**config.mk**
```make
export PLATFORM = sky130hd
export DESIGN_NAME = proc10_control_fsm_flat
export DESIGN_NICKNAME = d
export VERILOG_FILES = /design/src/rtl/proc10_control_fsm_if.sv /design/src/rtl/proc10_control_fsm.sv /design/src/flat_wrapper.sv
export SDC_FILE = /design/constraint.sdc
export NUM_CORES = 1
export LEC_CHECK = 0
export CAP_MARGIN = 20
export CORE_MARGIN = 10
export CORE_UTILIZATION = 35
export DETAILED_ROUTE_END_ITERATION = 16
export GPL_TIMING_DRIVEN = 0
export MAX_ROUTING_LAYER = met4
export PLACE_DENSITY = 0.68
export SETUP_SLACK_MARGIN = 0.4
export SLEW_MARGIN = 30
export SYNTH_ARGS = -nofsm -noshare
export SYNTH_HDL_FRONTEND = slang
export SYNTH_SLANG_ARGS = --single-unit
```
**constraint.sdc**
```tcl
create_clock -name CLKb -period 2.6 [get_ports CLKb]
set_input_delay 0.52 -clock CLKb [delete_from_list [all_inputs] [get_ports CLKb]]
set_output_delay 0.52 -clock CLKb [all_outputs]
set_load 0.02 [all_outputs]
```
**src/rtl/proc10_control_fsm_if.sv**
```systemverilog
// Bus-side control bundle between the proc10 sequencer and its datapath:
// instruction/start inputs and all per-timestep register and ALU strobes.
interface proc10_control_fsm_if #(
    parameter int IW   = 10,
    parameter int NREG = 4
);
    logic            Execute;
    logic [IW-1:0]   INSTR;
    logic            IRin;
    logic [NREG-1:0] Rin;
    logic [NREG-1:0] Rout;
    logic            ENW;
    logic            Ain;
    logic            Gin;
    logic            Gout;
    logic [1:0]      ALUcont;
    logic            Busy;
    logic            Done;
    logic [1:0]      Tstep;

    modport master (
        input  Execute, INSTR,
        output IRin, Rin, Rout, ENW, Ain, Gin, Gout, ALUcont, Busy, Done, Tstep
    );

    modport slave (
        output Execute, INSTR,
        input  IRin, Rin, Rout, ENW, Ain, Gin, Gout, ALUcont, Busy, Done, Tstep
    );
endinterface

```
**src/rtl/proc10_control_fsm.sv**
```systemverilog
// Timestep sequencer for the 10-bit processor: latches an instruction in T0 and
// issues one-hot register/bus strobes for LOAD, COPY, ADD and SUB over T1..T3.
module proc10_control_fsm #(
    parameter int IW   = 10,
    parameter int NREG = 4
) (
    input  logic                  CLKb,
    input  logic                  Clrb,
    proc10_control_fsm_if.master  bus
);
    typedef enum logic [1:0] {T0 = 2'b00, T1 = 2'b01, T2 = 2'b10, T3 = 2'b11} state_e;

    localparam logic [3:0] OP_LOAD = 4'b0000;
    localparam logic [3:0] OP_COPY = 4'b0001;
    localparam logic [3:0] OP_ADD  = 4'b0010;
    localparam logic [3:0] OP_SUB  = 4'b0011;

    state_e          state_q, state_d;
    logic [IW-1:0]   ir_q, ir_d;

    logic            irin, enw, ain, gin, gout, busy, done;
    logic [NREG-1:0] rin, rout;
    logic [1:0]      alucont, tstep;

    logic [1:0]      rx, ry;
    logic [3:0]      op;
    logic            unused_rsvd;

    assign rx          = ir_q[9:8];
    assign ry          = ir_q[7:6];
    assign op          = ir_q[3:0];
    assign unused_rsvd = ^ir_q[5:4];

    function automatic logic [NREG-1:0] onehot(input logic [1:0] idx);
        return NREG'(1) << idx;
    endfunction

    always_ff @(negedge CLKb) begin
        if (!Clrb) begin
            state_q <= T0;
            ir_q    <= '0;
        end else begin
            state_q <= state_d;
            ir_q    <= ir_d;
        end
    end

    always_comb begin
        state_d = state_q;
        ir_d    = ir_q;
        irin    = 1'b0;
        rin     = '0;
        rout    = '0;
        enw     = 1'b0;
        ain     = 1'b0;
        gin     = 1'b0;
        gout    = 1'b0;
        alucont = 2'b00;
        done    = 1'b0;

        unique case (state_q)
            T0: begin
                irin = bus.Execute;
                if (bus.Execute) begin
                    state_d = T1;
                    ir_d    = bus.INSTR;
                end
            end
            T1: begin
                state_d = T0;
                case (op)
                    OP_LOAD: begin
                        enw  = 1'b1;
                        rin  = onehot(rx);
                        done = 1'b1;
                    end
                    OP_COPY: begin
                        rout = onehot(ry);
                        rin  = onehot(rx);
                        done = 1'b1;
                    end
                    OP_ADD, OP_SUB: begin
                        rout    = onehot(rx);
                        ain     = 1'b1;
                        state_d = T2;
                    end
                    default: done = 1'b1;
                endcase
            end
            T2: begin
                rout    = onehot(ry);
                gin     = 1'b1;
                alucont = (op == OP_SUB) ? 2'b10 : 2'b01;
                state_d = T3;
            end
            T3: begin
                gout    = 1'b1;
                rin     = onehot(rx);
                done    = 1'b1;
                state_d = T0;
            end
        endcase

        tstep = state_q;

        // Reset silences every strobe combinationally, so an aborted sequence emits nothing.
        if (!Clrb) begin
            irin    = 1'b0;
            rin     = '0;
            rout    = '0;
            enw     = 1'b0;
            ain     = 1'b0;
            gin     = 1'b0;
            gout    = 1'b0;
            alucont = 2'b00;
            done    = 1'b0;
            tstep   = 2'b00;
        end

        busy = (tstep != 2'b00);
    end

    assign bus.IRin    = irin;
    assign bus.Rin     = rin;
    assign bus.Rout    = rout;
    assign bus.ENW     = enw;
    assign bus.Ain     = ain;
    assign bus.Gin     = gin;
    assign bus.Gout    = gout;
    assign bus.ALUcont = alucont;
    assign bus.Busy    = busy;
    assign bus.Done    = done;
    assign bus.Tstep   = tstep;
endmodule
```
**src/flat_wrapper.sv**
```systemverilog
// flat-port wrapper written by rule: the top's interface ports become plain ports
module proc10_control_fsm_flat 
#(
    parameter int IW   = 10,
    parameter int NREG = 4
)
  (CLKb, Clrb, bus_Execute, bus_INSTR, bus_IRin, bus_Rin, bus_Rout, bus_ENW, bus_Ain, bus_Gin, bus_Gout, bus_ALUcont, bus_Busy, bus_Done, bus_Tstep);
  proc10_control_fsm_if #(.IW(IW), .NREG(NREG)) bus_i ();
  input  logic CLKb;
  input  logic Clrb;
  input wire logic [$bits(bus_i.Execute)-1:0] bus_Execute;
  input wire logic [$bits(bus_i.INSTR)-1:0] bus_INSTR;
  output wire logic [$bits(bus_i.IRin)-1:0] bus_IRin;
  output wire logic [$bits(bus_i.Rin)-1:0] bus_Rin;
  output wire logic [$bits(bus_i.Rout)-1:0] bus_Rout;
  output wire logic [$bits(bus_i.ENW)-1:0] bus_ENW;
  output wire logic [$bits(bus_i.Ain)-1:0] bus_Ain;
  output wire logic [$bits(bus_i.Gin)-1:0] bus_Gin;
  output wire logic [$bits(bus_i.Gout)-1:0] bus_Gout;
  output wire logic [$bits(bus_i.ALUcont)-1:0] bus_ALUcont;
  output wire logic [$bits(bus_i.Busy)-1:0] bus_Busy;
  output wire logic [$bits(bus_i.Done)-1:0] bus_Done;
  output wire logic [$bits(bus_i.Tstep)-1:0] bus_Tstep;
  assign bus_i.Execute = bus_Execute;
  assign bus_i.INSTR = bus_INSTR;
  assign bus_IRin = bus_i.IRin;
  assign bus_Rin = bus_i.Rin;
  assign bus_Rout = bus_i.Rout;
  assign bus_ENW = bus_i.ENW;
  assign bus_Ain = bus_i.Ain;
  assign bus_Gin = bus_i.Gin;
  assign bus_Gout = bus_i.Gout;
  assign bus_ALUcont = bus_i.ALUcont;
  assign bus_Busy = bus_i.Busy;
  assign bus_Done = bus_i.Done;
  assign bus_Tstep = bus_i.Tstep;
  proc10_control_fsm #(.IW(IW), .NREG(NREG)) u_core (.CLKb(CLKb), .Clrb(Clrb), .bus(bus_i));
endmodule
```
# Word level (Yosys, flattened, before mapping)
# Index checks and enable logic that the tools add are counted.
dict set report word_totals {
  input_bits 13
  word_cells 45
  reg_bits 12
}
dict set report op_classes {
  n_shift 2
  n_eq_ne 7
  n_reduce_logical 6
  muxes 28
}
# cell n
set ops {}
lappend ops {{$pmux 4 s2} 3}
lappend ops {{$mux 1} 14}
lappend ops {{$mux 2} 6}
lappend ops {{$mux 4} 3}
lappend ops {{$eq 4x2->1 const B} 2}
lappend ops {{$pmux 2 s4} 1}
lappend ops {{$shl 1x2->4 const A} 2}
lappend ops {{$eq 2x2->1 const B} 2}
lappend ops {{$eq 4x1->1 const B} 1}
lappend ops {{$logic_not 4->1} 1}
lappend ops {{$reduce_or 2->1} 2}
lappend ops {{$eq 2x1->1 const B} 1}
lappend ops {{$logic_not 2->1} 1}
lappend ops {{$ne 2x2->1 const B} 1}
lappend ops {{$pmux 1 s2} 1}
lappend ops {{$reduce_and 2->1} 1}
lappend ops {{$reduce_bool 2->1} 1}

# Logic depth before layout (Yosys ltp)
dict set report depth {
  depth_word 5
  mapped_depth 6
}

==> impl_metrics.toml <==
[outcome]
outcome = "finished with violations"
violations = "negative setup slack"

[detailed_routing]
remaining_drc_errors = 0
num_vias = 916
drt_pre_antenna_iters = 4
wirelength_um = 2790
viasPerCell = 4.98
ant_nets = 0
first_iter_violations = 24
routedWlPerCell_um = 15.1

[sta]
drv_slew = 0
rsz0062_at_grt = "true"
max-slew-margin-rel = 0.662
worst_clock_skew_ns = 0.0126
tightest_slew_ns = 0.508
whs_ns = 0.526
finalSetupViolations = 19
setup_ws_ns = -0.922
hold_viol = 0
setup_tns_ns = -14.28

[clock_network]
htree_num_levels = 1
cts.sinks = 10
clkTransAtPathRegs_ns = 0.04
tritoncts = "built"
cts-root-buf = "clkbuf_4"
cts_buffers = 3
ctsHoldBuffers = 0
cts_buffer_depth = 2
insertion_delay_ns = 0.35

[critical_path]
end_kind = "output pin"
arrival_ns = 3.00
crit_type = "flop to output pin"
r2r_end = "u_core.ir_q[1]$_SDFFE_NN0P_"
worst-path-max-fanout = 6
reg2regPathDepth = 10
r2r_setup_slack_ns = 1.00
cp-startpoint = "u_core.state_q[0]$_SDFFE_NN0P_"
start_kind = "flop"
crit_end = "bus_Rin[2]"
cp.required_ns = 2.08

[power_and_ir_drop]
p_leak_nw = 0.697
powerDensity_mw_per_mm2 = 364
vdd_drop_max_v = 0.000317
power.total_w = 0.000568

[finish]
n_fill_cell = 154
syn2layout_area_growth_pct = 102
multi_input_area_um2 = 744
regArea_um2 = 209
final_nets = 176
n_antenna_cell = 0
drive_above_1_share = 0.567

[floorplanning]
die_w_um = 66.9
num_io_pins = 32
die_area_mm2 = 0.00447
start_util = 0.381
die_h_um = 66.9
core_area_mm2 = 0.00202
num_rows = 16

[grt]
grt_max_degree = 11
grt_use_total = 0.124
grt_antenna_before_repair = 0
grt_pass1_vias = 959
grt_pass1_wl_um = 4320
grt_overflow = 0

[synth]
synthCells = 102
synth_seq_cells = 10
seq_area_frac_synth = 0.260
synth_cell_types = 25
syn_nets = 120
yosysWarnings = 0
synth_area_per_cell_um2 = 7.54
synth_area_um2 = 769

[hold_path]
hold_path_class = "flop to flop"
hold_depth = 2

[run]
drv_cap = 0

[placement]
post-dp-hpwl_um = 1840
numPortBuffers = 28
routabilityCongestion = 0.752
## cell usage in the layout, fill, tap and decap left out, drive strengths merged, types with 2 or more instances in the layout
master	instances
a21boi	9
and2	4
dlygate4sd2	5
ha	5
nor2	5
dfxtp	10
clkinvlp	2
and3	3
a41oi	2
a21oi	6
nand2	15
o21a	2
and3b	3
nand3b	2
dlymetal6s2s	4
inv	13
nor3b	4
buf	32
nand3	10
clkbuf	12
## layer usage
layer  track usage  routed length, um
met5             -                  0
met4        0.0308                 53
met2         0.223               1460
met3        0.0635                195
met1         0.114               1070
## how the worst min path moves through the flow
stage                                     start                          end  slack, ns
floorplan           u_core.ir_q[2]$_SDFFE_NN0P_  u_core.ir_q[2]$_SDFFE_NN0P_       0.49
global placement    u_core.ir_q[2]$_SDFFE_NN0P_  u_core.ir_q[2]$_SDFFE_NN0P_       0.51
detailed placement  u_core.ir_q[2]$_SDFFE_NN0P_  u_core.ir_q[2]$_SDFFE_NN0P_       0.53
CTS                 u_core.ir_q[1]$_SDFFE_NN0P_  u_core.ir_q[1]$_SDFFE_NN0P_       0.53
global route        u_core.ir_q[1]$_SDFFE_NN0P_  u_core.ir_q[1]$_SDFFE_NN0P_       0.56
finish              u_core.ir_q[1]$_SDFFE_NN0P_  u_core.ir_q[1]$_SDFFE_NN0P_       0.53
## flip-flops by register name, summed over array words and instances (netlist names), named ones only
register and cells:
u_core.state_q 1, u_core.ir_q 8
## cell type report
cell class | instances | area share
plain buffers | 8 | 0.0490
multi-input cells | 79 | 0.478
flip-flops and latches | 10 | 0.134
clock inverters | 11 | 0.0273
well taps | 27 | 0.0217
repair buffers | 42 | 0.262
clock buffers | 3 | 0.0145
inverters | 4 | 0.0137
## cell usage after synthesis
| library cell | count | area (um2) |
|---|---|---|
| o211a_1 | 1 | 10.0 |
| a21oi_1 | 6 | 30.0 |
| and3_1 | 3 | 18.8 |
| a31oi_1 | 1 | 6.26 |
| nand2b_1 | 1 | 6.26 |
| a21boi_0 | 9 | 67.6 |
| o21a_1 | 2 | 15.0 |
| nand3_1 | 10 | 50.1 |
| a41oi_1 | 2 | 17.5 |
| a2bb2oi_1 | 1 | 8.76 |
| and3b_1 | 3 | 26.3 |
| nor2_1 | 5 | 18.8 |
| or2_2 | 1 | 6.26 |
| dfxtp_1 | 10 | 200 |
| nand3b_1 | 2 | 15.0 |
| inv_1 | 5 | 18.8 |
| nor4b_4 | 1 | 23.8 |
| nor3b_1 | 4 | 30.0 |
| clkbuf_1 | 8 | 30.0 |
| o21ai_2 | 1 | 8.76 |
| nand2_1 | 15 | 56.3 |
| ha_1 | 5 | 62.6 |
| and2_1 | 4 | 25.0 |
| and4bb_2 | 1 | 12.5 |
| nor3_1 | 1 | 5.00 |
## what timing repair did
item | in CTS | in global routing
resized for setup | 125 | 16
setup buffers | 10 | 4
pin swaps | 22 | 14
endpoints found under the hold margin | 0 | 0
endpoints found under the setup margin | 29 | 23
## kinds of logic (layout without fill, tap and decap cells)
group / after synthesis / after routing / share of synthesized area
AND/OR/NAND/NOR: 51 / 51 / 0.382
flip-flops: 10 / 10 / 0.260
AO/OA/AOI/OAI: 23 / 23 / 0.213
adder cells (fa/ha/maj): 5 / 5 / 0.0813
buffers and inverters: 13 / 68 / 0.0634
## where the power goes
part	switching [W]	total, W	internal (W)
sequential	0.0000138	0.000178	0.000165
combinational	0.0000995	0.000203	0.000103
clock	0.000110	0.000187	0.0000767
## through the flow
stage	util	instance area, um2	cells	setup slack [ns]
2_1_floorplan	-	956	102	-0.541
3_3_place_gp	0.628	1270	157	-1.14
3_5_place_dp	0.628	1270	157	-1.16
4_1_cts	0.735	1490	180	-0.864
5_1_grt	0.770	1560	184	-1.04
6_report	0.770	1560	184	-0.922
## critical path, cell delays in order (launching register included)
cell and delay (ns):
dfxtp_4 0.38, ha_4 0.14, nor4b_4 0.21, buf_6 0.18
o21ai_4 0.10, nor3b_4 0.19, buf_6 0.14
Power figures use the tool's default switching activity.
